## src/rtl/fpu_pkg.sv

```systemverilog
// Shared constants, flag bit positions and sequencer state encoding for the FPU divide path.
package fpu_pkg;

    localparam logic [31:0] FP_QNAN    = 32'h7FC0_0000;
    localparam logic [7:0]  FP_EXP_MAX = 8'hFF;
    localparam int          FP_BIAS    = 127;

    localparam int FLG_INV = 3;
    localparam int FLG_DZ  = 2;
    localparam int FLG_OF  = 1;
    localparam int FLG_UF  = 0;

    typedef enum logic [1:0] {
        ST_IDLE = 2'd0,
        ST_WAIT = 2'd1,
        ST_DONE = 2'd2
    } seq_state_e;

    function automatic logic [31:0] fp_inf(input logic sign);
        return {sign, FP_EXP_MAX, 23'h000000};
    endfunction

    function automatic logic [31:0] fp_zero(input logic sign);
        return {sign, 31'h0000_0000};
    endfunction

endpackage

```

## src/rtl/fpu_classify.sv

```systemverilog
// Single-precision operand classifier; denormals (exponent 0) are reported as zero.
module fpu_classify
    import fpu_pkg::*;
(
    input  logic [30:0] op,
    output logic        is_zero,
    output logic        is_inf,
    output logic        is_nan
);

    assign is_zero = (op[30:23] == 8'h00);
    assign is_inf  = (op[30:23] == FP_EXP_MAX) && (op[22:0] == 23'h000000);
    assign is_nan  = (op[30:23] == FP_EXP_MAX) && (op[22:0] != 23'h000000);

endmodule

```

## src/rtl/fpu_div_sequencer.sv

```systemverilog
// Issue/capture controller in front of the combinational divider: resolves special operands,
// holds operands for SETTLE_CYCLES edges, then range-corrects the quotient. Flags need FPU_DIV_FLAGS_EN.
module fpu_div_sequencer
    import fpu_pkg::*;
#(
    parameter int unsigned SETTLE_CYCLES = 4
) (
    input  logic        CLK,
    input  logic        RESET_N,
    input  logic        in_valid,
    output logic        in_ready,
    input  logic [31:0] in_a,
    input  logic [31:0] in_b,
    output logic [31:0] div_a,
    output logic [31:0] div_b,
    input  logic [31:0] div_result,
    output logic        out_valid,
    input  logic        out_ready,
    output logic [31:0] out_result,
    output logic [3:0]  out_flags
);

    localparam logic [7:0] CNT_LOAD = 8'(SETTLE_CYCLES - 1);

    seq_state_e  state_q, state_d;
    logic [7:0]  cnt_q, cnt_d;
    logic [31:0] div_a_q, div_a_d;
    logic [31:0] div_b_q, div_b_d;
    logic        out_valid_q, out_valid_d;
    logic [31:0] out_result_q, out_result_d;

    logic a_zero_s, a_inf_s, a_nan_s;
    logic b_zero_s, b_inf_s, b_nan_s;
    logic in_sign_s, cap_sign_s;
    logic spec_s;
    logic [31:0] spec_res_s;
    logic signed [9:0] e_s;
    logic cap_of_s, cap_uf_s;
    logic [31:0] cap_res_s;

    fpu_classify u_cls_a (.op(in_a[30:0]), .is_zero(a_zero_s), .is_inf(a_inf_s), .is_nan(a_nan_s));
    fpu_classify u_cls_b (.op(in_b[30:0]), .is_zero(b_zero_s), .is_inf(b_inf_s), .is_nan(b_nan_s));

    assign in_sign_s  = in_a[31] ^ in_b[31];
    assign cap_sign_s = div_a_q[31] ^ div_b_q[31];

    // Special-operand resolution in priority order; spec_s low means the divider is needed.
    always_comb begin
        spec_s     = 1'b1;
        spec_res_s = FP_QNAN;
        if (a_nan_s || b_nan_s) begin
            spec_res_s = FP_QNAN;
        end else if ((a_zero_s && b_zero_s) || (a_inf_s && b_inf_s)) begin
            spec_res_s = FP_QNAN;
        end else if (a_inf_s || b_zero_s) begin
            spec_res_s = fp_inf(in_sign_s);
        end else if (a_zero_s || b_inf_s) begin
            spec_res_s = fp_zero(in_sign_s);
        end else begin
            spec_s     = 1'b0;
            spec_res_s = FP_QNAN;
        end
    end

    // Biased quotient exponent; the mantissa ratio lies in (0.5, 2), so only e==255/e==1 need ma vs mb.
    always_comb begin
        e_s      = $signed({2'b00, div_a_q[30:23]}) - $signed({2'b00, div_b_q[30:23]}) + 10'sd127;
        cap_of_s = (e_s >= 10'sd256) || ((e_s == 10'sd255) && (div_a_q[22:0] >= div_b_q[22:0]));
        cap_uf_s = (e_s <= 10'sd0)   || ((e_s == 10'sd1)   && (div_a_q[22:0] <  div_b_q[22:0]));
        if (cap_of_s) begin
            cap_res_s = fp_inf(cap_sign_s);
        end else if (cap_uf_s) begin
            cap_res_s = fp_zero(cap_sign_s);
        end else begin
            cap_res_s = div_result;
        end
    end

    // Next-state and output-register logic of the sequencer.
    always_comb begin
        state_d      = state_q;
        cnt_d        = cnt_q;
        div_a_d      = div_a_q;
        div_b_d      = div_b_q;
        out_valid_d  = out_valid_q;
        out_result_d = out_result_q;
        case (state_q)
            ST_IDLE: begin
                if (in_valid) begin
                    div_a_d = in_a;
                    div_b_d = in_b;
                    if (spec_s) begin
                        state_d      = ST_DONE;
                        out_valid_d  = 1'b1;
                        out_result_d = spec_res_s;
                    end else begin
                        state_d = ST_WAIT;
                        cnt_d   = CNT_LOAD;
                    end
                end else begin
                    state_d = ST_IDLE;
                end
            end
            ST_WAIT: begin
                if (cnt_q == 8'd0) begin
                    state_d      = ST_DONE;
                    out_valid_d  = 1'b1;
                    out_result_d = cap_res_s;
                end else begin
                    cnt_d = cnt_q - 8'd1;
                end
            end
            ST_DONE: begin
                if (out_ready) begin
                    state_d     = ST_IDLE;
                    out_valid_d = 1'b0;
                end else begin
                    state_d = ST_DONE;
                end
            end
            default: begin
                state_d     = ST_IDLE;
                out_valid_d = 1'b0;
            end
        endcase
    end

    // Sequencer state and registered outputs.
    always_ff @(posedge CLK or negedge RESET_N) begin
        if (!RESET_N) begin
            state_q      <= ST_IDLE;
            cnt_q        <= 8'd0;
            div_a_q      <= 32'h0000_0000;
            div_b_q      <= 32'h0000_0000;
            out_valid_q  <= 1'b0;
            out_result_q <= 32'h0000_0000;
        end else begin
            state_q      <= state_d;
            cnt_q        <= cnt_d;
            div_a_q      <= div_a_d;
            div_b_q      <= div_b_d;
            out_valid_q  <= out_valid_d;
            out_result_q <= out_result_d;
        end
    end

`ifdef FPU_DIV_FLAGS_EN
    logic [3:0] spec_flg_s;
    logic [3:0] flags_q, flags_d;

    // Flag for the special path, same priority as the result selection.
    always_comb begin
        spec_flg_s = 4'b0000;
        if (a_nan_s || b_nan_s) begin
            spec_flg_s = 4'b0000;
        end else if ((a_zero_s && b_zero_s) || (a_inf_s && b_inf_s)) begin
            spec_flg_s[FLG_INV] = 1'b1;
        end else if (a_inf_s) begin
            spec_flg_s = 4'b0000;
        end else if (b_zero_s) begin
            spec_flg_s[FLG_DZ] = 1'b1;
        end else begin
            spec_flg_s = 4'b0000;
        end
    end

    // Flags are loaded alongside out_result and otherwise held.
    always_comb begin
        flags_d = flags_q;
        case (state_q)
            ST_IDLE: begin
                if (in_valid) begin
                    flags_d = spec_flg_s;
                end else begin
                    flags_d = flags_q;
                end
            end
            ST_WAIT: begin
                if (cnt_q == 8'd0) begin
                    flags_d         = 4'b0000;
                    flags_d[FLG_OF] = cap_of_s;
                    flags_d[FLG_UF] = cap_uf_s;
                end else begin
                    flags_d = flags_q;
                end
            end
            default: flags_d = flags_q;
        endcase
    end

    // Flag register.
    always_ff @(posedge CLK or negedge RESET_N) begin
        if (!RESET_N) begin
            flags_q <= 4'b0000;
        end else begin
            flags_q <= flags_d;
        end
    end

    assign out_flags = flags_q;
`else
    assign out_flags = 4'b0000;
`endif

    assign in_ready   = (state_q == ST_IDLE);
    assign div_a      = div_a_q;
    assign div_b      = div_b_q;
    assign out_valid  = out_valid_q;
    assign out_result = out_result_q;

endmodule

```

## config.mk

```make
export PLATFORM = sky130hd
export DESIGN_NAME = fpu_div_sequencer
export DESIGN_NICKNAME = d
export VERILOG_FILES = /design/src/rtl/fpu_pkg.sv /design/src/rtl/fpu_classify.sv /design/src/rtl/fpu_div_sequencer.sv
export SDC_FILE = /design/constraint.sdc
export NUM_CORES = 1
export LEC_CHECK = 0
export BUFFER_PORTS_ARGS = -buffer_cell sky130_fd_sc_hd__buf_2
export CAP_MARGIN = 20
export CORE_MARGIN = 2
export CORE_UTILIZATION = 50
export CTS_BUF_LIST = sky130_fd_sc_hd__clkbuf_4 sky130_fd_sc_hd__clkbuf_8
export DETAILED_ROUTE_END_ITERATION = 8
export MAX_ROUTING_LAYER = met4
export PLACE_DENSITY = 0.84
export SETUP_SLACK_MARGIN = 0.02
export SLEW_MARGIN = 20
export SYNTH_ARGS = -nofsm -noshare
export SYNTH_HDL_FRONTEND = slang
export SYNTH_SLANG_ARGS = --single-unit
```

## constraint.sdc

```tcl
create_clock -name CLK -period 3.1 [get_ports CLK]
set_input_delay 0.155 -clock CLK [delete_from_list [all_inputs] [get_ports CLK]]
set_output_delay 0.155 -clock CLK [all_outputs]
set_load 0.02 [all_outputs]
```

**Word-level counts from Yosys, hierarchy flattened**

Index checks and enable logic that the tools add are counted.

- Bits in registers: 107
- Output and inout bits: 102
- Word-level logic and storage cells: 82
- Input bits: 100

- Reductions and logical operators: 27
- Bitwise operators: 2
- Multiplexer cells: 28
- Add/subtract/negate cells: 3
- Eq/ne operators: 12
- Order comparisons: 4

Operator list:

| kind | number |
|---|---|
| $mux W32 | 9 |
| $pmux W32 S2 | 1 |
| $logic_not A23 Y1 | 2 |
| $reduce_bool A23 Y1 | 2 |
| $logic_not A8 Y1 | 3 |
| $mux W8 | 3 |
| $ge A23 B23 Y1 | 1 |
| $lt A23 B23 Y1 | 1 |
| $eq A8 B8 Y1 const B | 2 |
| $pmux W8 S2 | 1 |
| $reduce_and A4 Y1 | 3 |
| $add A9 B8 Y10 const B | 1 |
| $eq A10 B2 Y1 const B | 1 |
| $eq A10 B9 Y1 const B | 1 |
| $ge A10 B10 Y1 const B | 1 |
| $le A10 B1 Y1 const B | 1 |
| $ne A2 B2 Y1 const B | 5 |
| $sub A8 B8 Y9 | 1 |
| $logic_and A1 B1 Y1 | 8 |
| $mux W1 | 8 |
| $mux W2 | 4 |
| $sub A8 B1 Y8 const B | 1 |
| $logic_or A1 B1 Y1 | 6 |
| $pmux W2 S3 | 1 |
| other kinds (8) | 9 |

**Longest topological paths before layout**

- Depth in word-level cells: 10
- Mapped depth: 13

**Cells and area by module**

From an unflattened synthesis, not the netlist that was laid out.

- Cell total of the unflattened synthesis: 536
- Area total of the unflattened synthesis: 5576.6 sq um

By module, submodules not included:

| module | area an instance (sq um) | cells an instance | seq. area each (sq um) | instances |
|---|---|---|---|---|
| fpu_div_sequencer | 5378.9 | 504 | 2677.6 | 1 |
| fpu_classify | 98.8 | 16 | 0.0 | 2 |

**Worst setup path after synthesis**

Ideal clock, no wire load.

- Kind: flip-flop to flip-flop
- Start point: reg div_a_q[23] (netlist: div_a[23])
- End point: reg out_result_q[10] (netlist: out_result[10])
- Stages on the path, launching flop included: 13
- Slack: 0.466 ns
- Data required time: 2.979 ns
- Path buffers: 1
- Period minus slack after synthesis: 2.634 ns
- Arrival: 2.513 ns
- Setup time: 0.121 ns
- Cell sequence: dfrtp_1 > inv_1 > ha_1 > fa_1 > o21ai_1 > o2111ai_1 > a311o_1 > nor3_1 > a21o_2 > nand2_4 > and3_4 > buf_6 > a22o_1

- Longest elaborated chain between the ends: 9
- Elaborated cells between the ends (all ways): 14
- Classes of those cells: 2 x add/sub; 2 x order compare; 2 x eq/ne; 4 x mux; 4 x reduce/logical

RTL lines:

| what | RTL line | text |
|---|---|---|
| from (decl) | fpu_div_sequencer.sv:27 | `logic [31:0] div_a_q, div_a_d;` |
| from (signal assigned) | fpu_div_sequencer.sv:140 | `div_a_q <= div_a_d;` |
| $sub A8 B8 Y9 (*) | fpu_div_sequencer.sv:67 | `e_s = $signed({2'b00, div_a_q[30:23]}) - $signed({2'b00, div_b_q[30:23]}) + 10'sd127;` |
| $add A9 B8 Y10 (*) | fpu_div_sequencer.sv:67 |  |
| branches (longest 4 deep; another with $le A10 B1 Y1) | -- |  |
| $mux W32 (*) | fpu_div_sequencer.sv:70 | `if (cap_of_s) begin` |
| $mux W32 (*) | fpu_div_sequencer.sv:105 | `if (cnt_q == 8'd0) begin` |
| $pmux W32 S2 (*) | fpu_div_sequencer.sv:87 | `case (state_q)` |
| to (signal assigned) | fpu_div_sequencer.sv:143 | `out_result_q <= out_result_d;` |
| to (decl) | fpu_div_sequencer.sv:30 | `logic [31:0] out_result_q, out_result_d;` |

Mark *: on every way between the ends. The select of a mux whose other input is x is not followed.
A chain may end at the register's enable or synchronous reset.

**Final worst setup path**

- Start point: reg div_a_q[25] (netlist: div_a[25])
- End point: reg out_result_q[21] (netlist: out_result[21])

Same word-level chain as after synthesis.

==> impl_metrics.env <==
export IMPL_async_reset_ff_share_pct=100.0
export IMPL_ys_warn_count=0
export IMPL_wire_per_inst_um=16.85
export IMPL_hold_path_class="in -> reg"
export IMPL_cp_required_ns=3.41
export IMPL_synth_edf_count=0
export IMPL_ys_types=55
export IMPL_synth_xor_area_share_pct=1.294
export IMPL_die_h_um=108.1
export IMPL_vias=5292
export IMPL_grt_setup_unrepaired="no"
export IMPL_placed_cell_area_um2=6505
export IMPL_gp_congestion=0.9244
export IMPL_die_w_um=108.1
export IMPL_utilization_pct=69.41
export IMPL_ios=202
export IMPL_synth_mux_area_share_pct=0.7395
export IMPL_path_cells="ha_1 > a21oi_1 > a21boi_1 > o21ai_1 > mux2i_1 > nor3_2 > a21o_2 > nand2_4 > and3_4 > a22o_1"
export IMPL_cts_tree="done"
export IMPL_cts_root_buf="clkbuf_8"
export IMPL_crit_family="compound AO/OA/AOI/OAI gates"
export IMPL_clk_path_buf_depth=2
export IMPL_ir_drop_mv=0.6333
export IMPL_max_clock_freq_ghz=0.3612
export IMPL_synth_seq_area_share_pct=49.46
export IMPL_powerDensity_nw_per_um2=1106
export IMPL_setup_viol=0
export IMPL_postCtsSetupBuffers=0
export IMPL_worst_path_buf_inv=0
export IMPL_clock_sinks=107
export IMPL_path_max_fanout=22
export IMPL_cts_made_buffers=9
export IMPL_crit_path_top_delay_cell="dfrtp_1"
export IMPL_tns_ns=0
export IMPL_status="complete, no violations"
export IMPL_avgSynthCellArea_um2=9.270
export IMPL_grt_use_total_pct=28.90
export IMPL_path_class="reg -> reg"
export IMPL_synth_compound_area_share_pct=15.14
export IMPL_synthSimpleGateAreaFrac_pct=20.20
export IMPL_layout_min_cycle_time_ns=2.768
export IMPL_grt_max_degree=71
export IMPL_post_dp_hpwl_um=11520
export IMPL_io_buffers=197
export IMPL_fin_ws_ns=0.3318
export IMPL_nets=956
export IMPL_grt_pass1_vias=5317
export IMPL_place_inst=899
export IMPL_drv_cap=0
export IMPL_fin_crit_sh_pct=89.30
export IMPL_worstMarginPinSlew_ns=0.7035
export IMPL_path_clk_slew_ns=0.10
export IMPL_grt_pass1_wl_um=25620
export IMPL_dieArea_um2=11680
export IMPL_drt_vias_per_instance=5.490
export IMPL_num_rows=37
export IMPL_netlist_instances=584
export IMPL_arrival_ns=3.08
export IMPL_yosys_register_bits=107
export IMPL_core_area_um2=10420
export IMPL_first_pass_iters=7
export IMPL_insertion_delay_ns=0.38
export IMPL_syn_cell_area_um2=5414
export IMPL_final_antenna_net_count=0
export IMPL_place_ws_ns=0.3108
export IMPL_cpPeakStageDelay_ns=0.41
export IMPL_endpoint_kind="flop"
export IMPL_maxSlewViolCount=0
export IMPL_htree_levels=3
export IMPL_start_kind="flop"
export IMPL_drive_gt1_share_pct=27.81
export IMPL_synth_fa_ha_area_share_pct=7.996
export IMPL_relSlewSlack_pct=53.10
export IMPL_post_route_drc_count=0
export IMPL_stdcell_count=964
export IMPL_synth_ff_type="dfrtp_1"
export IMPL_start_util_pct=51.98
export IMPL_synth_top_family_by_area="simple AND/OR/NAND/NOR gates"
export IMPL_antenna_found_initial=0
export IMPL_fin_skew_ns=0.01603
export IMPL_grt_remaining_overflow=0
export IMPL_hold_viol_final=0
export IMPL_area_growth_pct=33.53
export IMPL_drtIter0Drc=403
export IMPL_fin_area_um2=7229
export IMPL_wl_um=16240
export IMPL_p_leak_uw=0.003764
==> path summary, 6_finish.rpt <==
kind                                         endpoint  cells past startpoint                  start  slack (ns)
max                        out_result[21]$_DFFE_PN0P_                     10  div_a[25]$_DFFE_PN0P_        0.33
min                             div_a[31]$_DFFE_PN0P_                      3               in_a[31]       0.009
max reg2reg                out_result[21]$_DFFE_PN0P_                     10  div_a[25]$_DFFE_PN0P_        0.33
min reg2reg                      cnt_q[0]$_DFFE_PN0P_                      1   cnt_q[0]$_DFFE_PN0P_        0.49
max in group asynchronous       div_b[29]$_DFFE_PN0P_                      3                RESET_N        1.98
min in group asynchronous       div_b[13]$_DFFE_PN0P_                      2                RESET_N        0.37
==> cells in the final DEF (no fill, tap or decap), types with 3 or more instances in the layout <==
| cell type | n |
|---|---|
| o2111ai_1 | 3 |
| xor2_1 | 5 |
| conb_1 | 4 |
| xnor2_1 | 3 |
| a22o_1 | 22 |
| mux2i_1 | 4 |
| inv_1 | 39 |
| dfrtp_1 | 107 |
| nand3_1 | 4 |
| nor4_1 | 13 |
| or3_1 | 3 |
| nor3_1 | 8 |
| nand2b_1 | 6 |
| ha_1 | 33 |
| nor2_1 | 27 |
| nand4_1 | 9 |
| nand2_1 | 149 |
| clkbuf_8 | 10 |
| a211oi_1 | 9 |
| buf_2 | 196 |
| dlygate4sd3_1 | 48 |
| buf_4 | 5 |
| nor2b_1 | 7 |
| a21oi_1 | 20 |
| o21ai_1 | 3 |
| o21ai_0 | 46 |
==> synth_stat cells (5+ instances only) <==
cell type  instances  area share, %
a211oi_1           9            1.2
a21oi_1           20            1.8
a22o_1            22            3.6
clkbuf_1          16            1.1
dfrtp_1          107             49
ha_1              33            7.6
inv_1             39            2.7
nand2_1          149             10
nand2b_1           6           0.69
nand4_1            9            1.0
nor2_1            27            1.9
nor2b_1            7           0.81
nor3_1             9           0.83
nor4_1            13            1.5
o21ai_0           46            4.3
xor2_1             5           0.81
==> where the power goes <==
| group | internal (µW) | leakage [µW] | switching, µW |
|---|---|---|---|
| logic | 1680 | 0.00231 | 2870 |
| clock network | 491 | 0.000114 | 491 |
| registers | 2020 | 0.00134 | 444 |
==> through the flow <==
stage	power (µW)	hold WS (ns)
2_1_floorplan	5462	-0.1406
3_3_place_gp	6665	0.2351
3_5_place_dp	6877	0.2458
4_1_cts	7910	0.000004996
5_1_grt	8576	0.009256
6_report	7995	0.008736
==> kinds of logic after synthesis <==
family,after synthesis
DFF,107
and+or+nand+nor,241
muxes,4
AOI/OAI and AO/OA,124
xor gates and xnor gates,8
adders and majority gates,34
other,1
buffers and inverters,65
==> worst register-to-register path: stages, from the launching register on <==
cell and delay [ns]:
dfrtp_1 0.41, ha_1 0.38, a21oi_1 0.22, a21boi_1 0.10
o21ai_1 0.31, mux2i_1 0.28, nor3_2 0.09, a21o_2 0.23
nand2_4 0.11, and3_4 0.36, a22o_1 0.21
==> routing by layer <==
metal / wire length [µm] / track usage [%]
met5: 0 / -
met4: 677 / 14.29
met3: 939 / 3.315
met2: 8284 / 47.75
met1: 6338 / 35.33
==> flip-flops by register name, summed over array words and instances (netlist names) <==
| name | flops |
|---|---|
| state_q | 2 |
| div_a | 32 |
| cnt_q | 8 |
| div_b | 32 |
| out_result | 32 |
| out_valid | 1 |
==> cell type report <==
cell class              count  area, µm²
clock inverters             5      85.08
flip-flops and latches    107       2678
well taps                 136      170.2
fillers                   760       3187
repair buffers            250       1519
clock buffers              11      145.1
multi-input cells         415       2484
inverters                  39      146.4
diodes                      1      2.502
==> repair_timing <==
| action | in CTS | in global routing |
|---|---|---|
| setup endpoints to repair | 0 | 6 |
| endpoints found under the hold margin | 99 | 0 |
| gates resized for setup | 0 | 2 |
| hold buffers | 48 | 0 |
Note: power is estimated with default switching activity, not from simulation.
